[src/rtl/setn_sequencer.sv]
// Sequences active-low SETN strobes across the enabled banks, one bank at a time.
// Optional SETN_SEQ_CNT_EN adds an 8-bit wrapping count of completed sequences on SEQ_CNT.
module setn_sequencer #(
    parameter int NBANK     = 4,
    parameter int PULSE_CYC = 3,
    parameter int GAP_CYC   = 1
) (
    input  logic             CLK,
    input  logic             RN,
    input  logic             REQ,
    input  logic [NBANK-1:0] BANK_MASK,
    output logic [NBANK-1:0] SETN,
    output logic             BUSY,
    output logic             DONE
`ifdef SETN_SEQ_CNT_EN
    ,
    output logic [7:0]       SEQ_CNT
`endif
);
    localparam int BW = (NBANK > 1) ? $clog2(NBANK) : 1;
    localparam logic [7:0] PULSE_LAST = 8'(PULSE_CYC - 1);
    localparam logic [7:0] GAP_LAST   = 8'((GAP_CYC > 0) ? GAP_CYC - 1 : 0);

    typedef enum logic [1:0] {S_IDLE, S_PULSE, S_GAP, S_FIN} state_t;

    state_t           state_q, state_d;
    logic [1:0]       sync_q;
    logic             run;
    logic [NBANK-1:0] mask_q, mask_d;
    logic [NBANK-1:0] setn_q, setn_d;
    logic [BW-1:0]    bank_q, bank_d;
    logic [7:0]       cnt_q, cnt_d;
    logic             busy_q, busy_d;
    logic             done_q, done_d;
    logic             first_vld, next_vld;
    logic [BW-1:0]    first_idx, next_idx;

    function automatic logic [NBANK-1:0] strobe(input logic [BW-1:0] idx);
        logic [NBANK-1:0] s;
        s      = '1;
        s[idx] = 1'b0;
        return s;
    endfunction

    // Reset release passes through two flops; the FSM only acts once sync_q[1] is set.
    always_ff @(posedge CLK or negedge RN) begin
        if (!RN) begin
            sync_q <= 2'b00;
        end else begin
            sync_q <= {sync_q[0], 1'b1};
        end
    end

    assign run = sync_q[1];

    always_comb begin
        first_vld = 1'b0;
        first_idx = '0;
        next_vld  = 1'b0;
        next_idx  = '0;
        // Scanning downwards leaves the lowest qualifying index as the winner.
        for (int i = NBANK - 1; i >= 0; i--) begin
            if (BANK_MASK[i]) begin
                first_vld = 1'b1;
                first_idx = BW'(i);
            end
            if (mask_q[i] && (i > int'(bank_q))) begin
                next_vld = 1'b1;
                next_idx = BW'(i);
            end
        end
    end

    always_comb begin
        state_d = state_q;
        mask_d  = mask_q;
        bank_d  = bank_q;
        cnt_d   = cnt_q;
        setn_d  = setn_q;
        busy_d  = busy_q;
        done_d  = 1'b0;
        case (state_q)
            S_IDLE: begin
                if (run && REQ) begin
                    mask_d = BANK_MASK;
                    busy_d = 1'b1;
                    if (first_vld) begin
                        state_d = S_PULSE;
                        bank_d  = first_idx;
                        cnt_d   = PULSE_LAST;
                        setn_d  = strobe(first_idx);
                    end else begin
                        state_d = S_FIN;
                        done_d  = 1'b1;
                    end
                end
            end
            S_PULSE: begin
                if (cnt_q != 8'd0) begin
                    cnt_d = cnt_q - 8'd1;
                end else begin
                    setn_d = '1;
                    cnt_d  = 8'd0;
                    if (!next_vld) begin
                        state_d = S_FIN;
                        done_d  = 1'b1;
                    end else if (GAP_CYC == 0) begin
                        bank_d = next_idx;
                        cnt_d  = PULSE_LAST;
                        setn_d = strobe(next_idx);
                    end else begin
                        state_d = S_GAP;
                        bank_d  = next_idx;
                        cnt_d   = GAP_LAST;
                    end
                end
            end
            S_GAP: begin
                if (cnt_q != 8'd0) begin
                    cnt_d = cnt_q - 8'd1;
                end else begin
                    state_d = S_PULSE;
                    cnt_d   = PULSE_LAST;
                    setn_d  = strobe(bank_q);
                end
            end
            S_FIN: begin
                state_d = S_IDLE;
                busy_d  = 1'b0;
            end
            default: begin
                state_d = S_IDLE;
            end
        endcase
    end

    always_ff @(posedge CLK or negedge RN) begin
        if (!RN) begin
            state_q <= S_IDLE;
            mask_q  <= '0;
            bank_q  <= '0;
            cnt_q   <= 8'd0;
            setn_q  <= '1;
            busy_q  <= 1'b0;
            done_q  <= 1'b0;
        end else begin
            state_q <= state_d;
            mask_q  <= mask_d;
            bank_q  <= bank_d;
            cnt_q   <= cnt_d;
            setn_q  <= setn_d;
            busy_q  <= busy_d;
            done_q  <= done_d;
        end
    end

    assign SETN = setn_q;
    assign BUSY = busy_q;
    assign DONE = done_q;

`ifdef SETN_SEQ_CNT_EN
    logic [7:0] seq_cnt_q;

    always_ff @(posedge CLK or negedge RN) begin
        if (!RN) begin
            seq_cnt_q <= 8'd0;
        end else if (state_q == S_FIN) begin
            seq_cnt_q <= seq_cnt_q + 8'd1;
        end
    end

    assign SEQ_CNT = seq_cnt_q;
`endif

endmodule

[config.mk]
export PLATFORM = sky130hd
export DESIGN_NAME = setn_sequencer
export DESIGN_NICKNAME = d
export VERILOG_FILES = /design/src/rtl/setn_sequencer.sv
export SDC_FILE = /design/constraint.sdc
export NUM_CORES = 1
export LEC_CHECK = 0
export ABC_AREA = 1
export CELL_PAD_IN_SITES_DETAIL_PLACEMENT = 1
export CELL_PAD_IN_SITES_GLOBAL_PLACEMENT = 1
export CORE_MARGIN = 2
export CORE_UTILIZATION = 30
export CTS_BUF_LIST = sky130_fd_sc_hd__clkbuf_8
export CTS_CLUSTER_SIZE = 24
export DETAILED_ROUTE_END_ITERATION = 12
export GPL_TIMING_DRIVEN = 0
export PLACE_DENSITY_LB_ADDON = 0.12
export REMOVE_ABC_BUFFERS = 1
export SLEW_MARGIN = 0
export SYNTH_ARGS = -nofsm -noshare
export SYNTH_HDL_FRONTEND = slang
export SYNTH_SLANG_ARGS = --single-unit
[constraint.sdc]
create_clock -name CLK -period 2.25 [get_ports CLK]
set_input_delay 0.45 -clock CLK [delete_from_list [all_inputs] [get_ports CLK]]
set_output_delay 0.45 -clock CLK [all_outputs]
set_load 0.02 [all_outputs]
==> results.cfg <==
[critical_path]
crit_buf_inv = 1
critPathSlowestCell = clkdlybuf4s50_1
crit_type = reg2out
path_depth = 1
crit_arrival_ns = 1.40
worstPathCellList = clkdlybuf4s50_1
r2r_end = cnt_q[5]
crit_family = buffers and inverters
r2r_cells = 8
cp-end-kind = primary output
cp-start-kind = flop
slowest_delay_ns = 0.60
required_ns = 1.80
cp-endpoint = SETN[3]
startpoint = SETN[3]
worstPathMaxFanout = 2
reg2reg_from = state_q[1]
rrSetupSlack_ns = 0.44

[floorplanning]
die_area_sq_um = 5446
die_h_um = 73.80
core_area_sq_um = 4723
fp-row-count = 25
num_io_pins = 13
fp.dieW_um = 73.80
start_util_pct = 30.94

[cells_and_area]
utilization_pct = 35.97
final_common_cell = nand2_1
antenna_cells = 0
final_area_sq_um = 1699
most-common-layout-cells = nand2_1, inv_1, dfrtp_1, nor2_1
drive_gt1_share_pct = 13.76
syn_to_final_growth_pct = 16.27
final_cells = 285
fin_nets = 232

[yosys]
synth_area_sq_um = 1461
synth_top_area_share_pct = 32.53
synth_top_area_cell = dfrtp_1
syn_area_per_cell_sq_um = 7.199
yosysSeqAreaShare_pct = 39.73
synth.distinct_cells = 24
synth_area_leaders = dfrtp_1, nand2_1, dfstp_2
ys_seq_elements = 23
syn_inst = 203
ys_warn_count = 0

[global_route]
grt_pass1_wl_mm = 6.465
antenna_found_initial = 0
grt_overflow = 0
grt_start_max_net_pins = 24
grtUsageTotal_pct = 15.48
grt_pass1_vias = 1361

[job]
max_cap_viol_count = 0

[pwr]
p_leak_nw = 0.8516
p_per_area_nw_per_um2 = 1493
clock_power_share_pct = 10.6
p_int_w = 0.001258
pwr-share-comb_pct = 61.4
ir_worst_vdd_mv = 0.5375
swShare_pct = 50.43
power.switching_w = 0.001280
p_seq_share_pct = 28.0

[clock_network]
post_cts_buffers = 0
cts_tree = built
clkLatencyLatePin_ns = 0.27
cts_buffers = 3
cts_hold_buffers = 0
clockBufferDepth = 2
clock_sinks = 23
cts.clk_slew.worst_paths_ns = 0.09
cts-root-buf = clkbuf_8
cts_resized = 0
htree_levels = 1

[placed_design]
dp.cells = 281
pre_cts_slack_ns = 0.3721
hpwl_mm = 2.885
port_buffers = 12
place.gp.congestion = 0.8000
dpl-instance-area_sq_um = 1654

[sta]
fin_crit_ns = 1.852
timing.final.max_slew_violations = 0
finalCritPeriodShare_pct = 82.29
final-hold-violation-count = 0
max_slew_margin_pct = 25.95
layout_setup_ws_ns = 0.3984
finalSetupViolCount = 0
max_freq_ghz = 0.5401
worst-slew-pin-transition_ns = 1.107
tns_ns = 0
skew_ns = 0.003390
rsz0062_at_grt = no

[routing]
drt_iter0_drc = 35
ant_nets = 0
wirelength_mm = 3.677
vias = 1288
drc = 0
vias_per_cell = 4.519
wl_per_cell_um = 12.90
dr.pass1.iters = 3

[worst_hold_path]
hp-start = sync_q[0]
hp-class = reg2reg

[status]
status = completed
-- through the flow --
stage / hold WS (ns) / total power [W]
2_1_floorplan: 0.1544 / 0.001853
3_3_place_gp: 0.3451 / 0.002223
3_5_place_dp: 0.3388 / 0.002299
4_1_cts: 0.3652 / 0.002586
5_1_grt: 0.3684 / 0.002839
6_report: 0.3621 / 0.002538
-- cells in the mapped netlist --
cell type / instances
o21ai_0: 13
o21ai_1: 5
nand2_1: 66
dfstp_2: 4
a21oi_2: 2
nor2_4: 3
inv_2: 2
o21ai_2: 2
nor2_2: 6
inv_1: 27
conb_1: 1
o22ai_1: 1
nor3_1: 1
nand2_2: 5
xor2_1: 1
a2bb2oi_1: 1
dfrtp_1: 19
nand3_2: 2
a21oi_1: 2
nand3_1: 13
ha_1: 6
nand2_4: 1
nor2_1: 19
buf_6: 1
-- worst min path at each step --
stage                     slack, ns  depth (start not counted)         to
final                          0.36                          0  sync_q[1]
after global routing           0.37                          0  sync_q[1]
after CTS                      0.37                          0  sync_q[1]
after detailed placement       0.34                          0  sync_q[1]
after global placement         0.35                          0  sync_q[1]
after floorplan                0.15                          0       BUSY
-- registers in the layout, indices dropped and copies added, names as in the netlist --
signal / count
cnt_q: 8
state_q: 2
mask_q: 3
DONE: 1
BUSY: 1
sync_q: 2
SETN: 4
bank_q: 2
-- final cells by class --
cell class                      count  area (sq um)
Timing Repair Buffer               12         120.1
Inverter                           29         108.9
Clock buffer                        3         41.29
Clock inverter                      1         3.754
Sequential cell                    23         580.6
Fill cell                         601          3024
Tap cell                           67         83.83
Multi-Input combinational cell    150         760.7
-- cell families (layout without fill, tap and decap cells) --
| logic type | count (synthesis) | after routing | synth area share (%) |
|---|---|---|---|
| flip-flops | 23 | 23 | 39.73 |
| adder cells (fa/ha/maj) | 6 | 6 | 5.137 |
| XOR/XNOR | 1 | 1 | 0.5994 |
| AND/OR/NAND/NOR | 116 | 116 | 35.79 |
| buffers and inverters | 30 | 45 | 8.220 |
| other | 1 | 1 | 0.2566 |
| AO/OA/AOI/OAI | 26 | 26 | 10.27 |
-- metal layers --
layer / GRT usage, % / vias to the layer above / share of wire (%)
met5: 0 / - / 0
met4: 4.848 / 0 / 0.63
met3: 2.058 / 2 / 2.1
met2: 25.10 / 11 / 46
met1: 21.30 / 615 / 52
li1: - / 660 / -
-- power by group through the flow --
stage	clock [W]	sequential [W]	combinational, W
floorplan	0	0.000755	0.00110
global placement	0	0.000711	0.00151
detailed placement	0	0.000719	0.00158
CTS	0.000286	0.000713	0.00159
global route	0.000302	0.000739	0.00180
finish	0.000269	0.000711	0.00156
(Power assumes the default switching activity.)
